### config.mk
export PLATFORM = sky130hd
export DESIGN_NAME = alu_arbiter
export DESIGN_NICKNAME = d
export VERILOG_FILES = /design/src/rtl/alu_arbiter_pkg.sv /design/src/rtl/alu_rsp_slot.sv /design/src/rtl/alu_arbiter.sv
export SDC_FILE = /design/constraint.sdc
export NUM_CORES = 1
export LEC_CHECK = 0
export BUFFER_PORTS_ARGS = -buffer_cell sky130_fd_sc_hd__buf_2
export CORE_AREA = 8 8 115 117
export CTS_CLUSTER_DIAMETER = 60
export DETAILED_ROUTE_END_ITERATION = 6
export DIE_AREA = 0 0 123 125
export GPL_ROUTABILITY_DRIVEN = 0
export PLACE_DENSITY = 0.7
export RECOVER_POWER = 25
export SLEW_MARGIN = 20
export SYNTH_ARGS = -nofsm -noshare
export SYNTH_HDL_FRONTEND = slang
export SYNTH_SLANG_ARGS = --single-unit
### constraint.sdc
create_clock -name clk -period 3.28 [get_ports clk]
set_clock_uncertainty 0.05 [all_clocks]
set_input_delay 0.656 -clock clk [delete_from_list [all_inputs] [get_ports clk]]
set_output_delay 0.656 -clock clk [all_outputs]
set_load 0.005 [all_outputs]
### src/rtl/alu_arbiter_pkg.sv
// Shared core definitions: ALU opcode encodings and the arbiter's priority type.
// Used by the arbiter, the ALU control decoder and the ALU itself.
package alu_arbiter_pkg;

    localparam logic [3:0] ALU_AND   = 4'b0000;
    localparam logic [3:0] ALU_OR    = 4'b0001;
    localparam logic [3:0] ALU_SUM   = 4'b0010;
    localparam logic [3:0] ALU_EQUAL = 4'b0011;
    localparam logic [3:0] ALU_SLL   = 4'b0100;
    localparam logic [3:0] ALU_SRL   = 4'b0101;
    localparam logic [3:0] ALU_SRA   = 4'b0111;
    localparam logic [3:0] ALU_XOR   = 4'b1000;
    localparam logic [3:0] ALU_SUB   = 4'b1010;
    localparam logic [3:0] ALU_GE    = 4'b1100;
    localparam logic [3:0] ALU_GE_U  = 4'b1101;
    localparam logic [3:0] ALU_SLT   = 4'b1110;
    localparam logic [3:0] ALU_SLT_U = 4'b1111;

    // Opcode placed on the shared ALU when nobody is granted.
    localparam logic [3:0] ALU_IDLE_OP = ALU_SUM;

    typedef enum logic {
        PRIO_0 = 1'b0,
        PRIO_1 = 1'b1
    } prio_e;

endpackage

### src/rtl/alu_rsp_slot.sv
// One-entry response holding register for a single requester.
// free is high when the slot can take a new result this cycle (empty or being drained).
module alu_rsp_slot #(
    parameter int WIDTH = 32
) (
    input  logic             clk,
    input  logic             rst_n,
    input  logic             load,
    input  logic [WIDTH-1:0] result_in,
    input  logic             zero_in,
    input  logic             ready,
    output logic             valid,
    output logic [WIDTH-1:0] result,
    output logic             zero,
    output logic             free
);

    assign free = !valid || ready;

    // A load wins over a drain so drain+refill keeps valid high with the new data.
    always_ff @(posedge clk) begin
        if (!rst_n) begin
            valid  <= 1'b0;
            result <= '0;
            zero   <= 1'b0;
        end else if (load) begin
            valid  <= 1'b1;
            result <= result_in;
            zero   <= zero_in;
        end else if (valid && ready) begin
            valid  <= 1'b0;
        end
    end

endmodule

### src/rtl/alu_arbiter.sv
// Two-requester round-robin front end for one shared external combinational ALU.
// Each requester owns a one-entry response slot; results appear one cycle after grant.
module alu_arbiter
    import alu_arbiter_pkg::*;
#(
    parameter int WIDTH    = 32,
    parameter int RR_RESET = 0
) (
    input  logic             clk,
    input  logic             rst_n,
    input  logic             req0_valid,
    output logic             req0_ready,
    input  logic [3:0]       req0_aluop,
    input  logic [WIDTH-1:0] req0_a,
    input  logic [WIDTH-1:0] req0_b,
    input  logic             req1_valid,
    output logic             req1_ready,
    input  logic [3:0]       req1_aluop,
    input  logic [WIDTH-1:0] req1_a,
    input  logic [WIDTH-1:0] req1_b,
    output logic [3:0]       alu_op,
    output logic [WIDTH-1:0] alu_a,
    output logic [WIDTH-1:0] alu_b,
    input  logic [WIDTH-1:0] alu_result,
    input  logic             alu_zero,
    output logic             rsp0_valid,
    input  logic             rsp0_ready,
    output logic [WIDTH-1:0] rsp0_result,
    output logic             rsp0_zero,
    output logic             rsp1_valid,
    input  logic             rsp1_ready,
    output logic [WIDTH-1:0] rsp1_result,
    output logic             rsp1_zero
);

    // Handshake: a transfer happens on a rising edge where valid and ready are both
    // high; valid and its payload hold steady until that transfer, and ready for a
    // request never waits on anything but slot space and arbitration.

    localparam prio_e PRIO_RESET = (RR_RESET != 0) ? PRIO_1 : PRIO_0;

    prio_e prio;
    logic  free0, free1;
    logic  elig0, elig1;
    logic  grant0, grant1;

    assign elig0 = rst_n && req0_valid && free0;
    assign elig1 = rst_n && req1_valid && free1;

    assign grant0 = elig0 && (!elig1 || (prio == PRIO_0));
    assign grant1 = elig1 && (!elig0 || (prio == PRIO_1));

    assign req0_ready = grant0;
    assign req1_ready = grant1;

    always_comb begin
        alu_op = ALU_IDLE_OP;
        alu_a  = '0;
        alu_b  = '0;
        if (grant0) begin
            alu_op = req0_aluop;
            alu_a  = req0_a;
            alu_b  = req0_b;
        end else if (grant1) begin
            alu_op = req1_aluop;
            alu_a  = req1_a;
            alu_b  = req1_b;
        end
    end

    always_ff @(posedge clk) begin
        if (!rst_n) begin
            prio <= PRIO_RESET;
        end else if (grant0) begin
            prio <= PRIO_1;
        end else if (grant1) begin
            prio <= PRIO_0;
        end
    end

    alu_rsp_slot #(.WIDTH(WIDTH)) u_slot0 (
        .clk       (clk),
        .rst_n     (rst_n),
        .load      (grant0),
        .result_in (alu_result),
        .zero_in   (alu_zero),
        .ready     (rsp0_ready),
        .valid     (rsp0_valid),
        .result    (rsp0_result),
        .zero      (rsp0_zero),
        .free      (free0)
    );

    alu_rsp_slot #(.WIDTH(WIDTH)) u_slot1 (
        .clk       (clk),
        .rst_n     (rst_n),
        .load      (grant1),
        .result_in (alu_result),
        .zero_in   (alu_zero),
        .ready     (rsp1_ready),
        .valid     (rsp1_valid),
        .result    (rsp1_result),
        .zero      (rsp1_zero),
        .free      (free1)
    );

endmodule

==> parameters.txt <==
Parameter                              Value

Status
  Outcome ... finished, final reports clean

Timing
  Share of the clock period used by the worst path after layout ... 0.866
  Unrepaired setup endpoints after global routing ... no
  Final setup violation count ... 0
  Final-report hold violation count ... 0
  Pins over their slew limit ... 0
  Upper clock frequency limit ... 352 MHz
  Setup ws final ... 0.440 ns
  Max-slew headroom ... 0.557
  Least-Margin Pin Slew ... 0.664 ns
  Setup TNS ... 0 ns
  Post-route minimum period ... 2.84 ns

Setup path
  Worst reg2reg startpoint ... u_slot0.valid
  Arrival time of data at the critical path endpoint ... 2.13 ns
  Required time of the worst setup path ... 2.57 ns
  Maximum fanout count along the critical path ... 66
  Number of cells traversed by the worst register-to-register path ... 5
  Setup crit start kind ... input port
  Worst Path Class, Setup ... in2out
  Nature of the critical path endpoint ... primary output
  Worst flop-to-flop path endpoint ... u_slot1.result[26]
  Reg-to-reg slack, setup ... 1.47 ns

Clock network
  CTS-repair resized insts ... 0
  Level count of the clock H-tree ... 3
  Deepest clock path buffer count ... 2
  Number of clock buffers inserted by TritonCTS ... 9
  Clock input transition at the sequential cells of the worst setup and hold paths ... 0.05 ns
  Clock Tree Root ... clkbuf_16
  Sinks on Clock Net ... 69
  Clock tree from TritonCTS ... yes
  Hold bufs inserted after CTS ... 0
  Clock insertion delay at the later pin of the skew report ... 0.31 ns
  Setup Buffers After CTS ... 0

Detailed routing
  Via density ... 4.74
  Number of detailed-routing iterations run before antenna repair ... 4
  Detailed-route wire length per cell ... 16.9 µm
  ANT nets after route ... 0
  Drt drc ... 0
  Detailed-route wire length ... 15900 µm
  Number of design-rule violations left by the first detailed-router iteration ... 285
  Vias after detailed routing ... 4450

Place
  Pre-CTS setup slack ... 0.511 ns
  Half-perimeter wire length of the detailed placement result ... 12400 µm
  # placed instances ... 922
  IO buf count ... 312
  Instance area at placement ... 5300 µm²

Power and ir drop
  Areal power density over the cells ... 446 nW/µm²
  Leakage power total ... 3.03 nW
  Peak supply drop ... 0.000378 V

Global routing
  Maximum number of pins on one net before global-route repair ... 70
  Initial antenna violation count ... 3
  Sum of overflow across all layers after global routing ... 0
  Total routing usage reported by global routing ... 0.191
  First-pass GRT wire length ... 23200 µm
  Number of global-route vias before repair ... 4118

Logic synthesis
  Post-synth top area cell ... dfxtp_1
  Total nets after synthesis ... 677
  Share of flip-flops with an asynchronous set or reset after synthesis ... 0
  Warnings, synthesis ... 0
  Dominant register cell in the synthesized netlist ... dfxtp_1
  Synthesized flop and latch total ... 69
  Number of enable-type register cells in the synthesized netlist ... 0
  Leading post-synthesis cells by cell area ... dfxtp_1 38%, nand2_1 24%, mux2i_1 18%
  Mean Syn Cell Area ... 7.33 µm²
  Netlist area before placement ... 3680 µm²
  Number of library cell types mapped by synthesis ... 20
  Cells after synthesis ... 502
  Share of the synthesized area in the top cell type ... 0.375
  Sequential-to-total area share from yosys stat ... 0.375

Worst hold path
  Worst Hold Path Cells ... 2
  Type of the tightest min-delay check ... reg2reg
  Endpoint of the worst hold-timing path ... u_slot0.result[21]
  Hold Startpoint ... u_slot0.result[21]

Cells and area
  Area grow syn2layout ... 51.1%
  # fillers ... 1213
  Utilization after layout ... 0.479
  Final standard cell count with taps included and fillers excluded ... 938
  Proportion of layout cells with a drive suffix above 1 ... 0.375
  Nets ... 961
  Finished layout cell area ... 5560 µm²

Floorplan
  Number of rows created at floorplan ... 40
  Area of the core region ... 11600 µm²
  Count of pins on the block boundary ... 313
  Horiz. Die Dim ... 123 µm
  Initial standard-cell utilization of the core ... 0.317
  Die Span Y ... 125 µm
  Die outline area ... 15400 µm²

Flow run
  Number of maximum-capacitance constraint violations ... 0
[worst max-delay path, stage by stage]
cell and delay [ns]:
buf_2 0.09, nand2b_1 0.08, o211ai_1 0.24, buf_4 0.58, o22ai_1 0.26, buf_2 0.19
[flip-flops by register name, indices dropped and copies added (netlist names)]
register,flops
u_slot1.zero,1
u_slot1.result,32
prio,1
u_slot0.zero,1
u_slot0.valid,1
u_slot1.valid,1
u_slot0.result,32
[power breakdown]
part	total (mW)	internal [mW]	leakage [nW]	switching (mW)
sequential	0.929	0.900	0.567	0.0293
clock	0.987	0.661	0.150	0.326
combinational	0.566	0.263	2.31	0.303
total	2.48	1.82	3.03	0.659
[per-stage QoR]
stage,hold slack [ns],power [mW]
floorplan,0.405,1.24
global placement,0.392,1.52
detailed placement,0.400,1.52
CTS,0.406,2.53
global route,0.426,2.62
finish,0.406,2.48
[synthesized netlist by cell type (2+ instances only)]
cell type  instances
a21oi_1            2
buf_2             18
buf_4              2
buf_6              2
clkbuf_1          27
dfxtp_1           69
inv_1              2
mux2i_1           66
nand2_1          233
nand2b_1           3
nor2_1             3
o22ai_1           67
[cell type report]
type	count	area, µm²	share of cell area
tap	147	184	0.0331
clock inverter	4	73.8	0.0133
sequential	69	1380	0.248
antenna	1	2.50	0.000450
inverter	2	7.51	0.00135
clock buffer	11	233	0.0418
timing repair buffer	322	1620	0.291
multi-input combinational	382	2060	0.371
[cell families after synthesis]
logic type | synth area share
AND/OR/NAND/NOR | 0.251
AO/OA/AOI/OAI | 0.130
buffers and inverters | 0.0643
multiplexers | 0.180
flip-flops | 0.375
[routing by layer]
metal | global-route usage | routed length, µm
met1 | 0.234 | 6530
met2 | 0.298 | 7290
met3 | 0.0855 | 1760
met4 | 0.0461 | 240
met5 | 0 | 26
[cell usage in the layout, fill, tap and decap left out, types with 2 or more instances in the layout]
cell and instances:
buf_2 270, nand2_1 233, dfxtp_1 69, o22ai_1 67
mux2i_1 66, clkbuf_1 43, clkbuf_16 9, buf_4 8
nor2_1 3, nand2b_1 3, inv_1 2, a21oi_1 2
bufinv_16 2, buf_12 2
[worst max-delay path by stage]
stage / startpoint / to / slack (ns) / cells after the start
floorplan: rsp1_ready / alu_a[10] / 0.91 / 6
global placement: rsp1_ready / alu_b[31] / 0.50 / 6
detailed placement: req0_valid / alu_b[31] / 0.51 / 6
CTS: req0_valid / alu_b[31] / 0.50 / 6
global route: req0_valid / alu_b[31] / 0.38 / 6
finish: req0_valid / alu_b[31] / 0.44 / 6
Note: power is estimated with default switching activity, not from simulation.
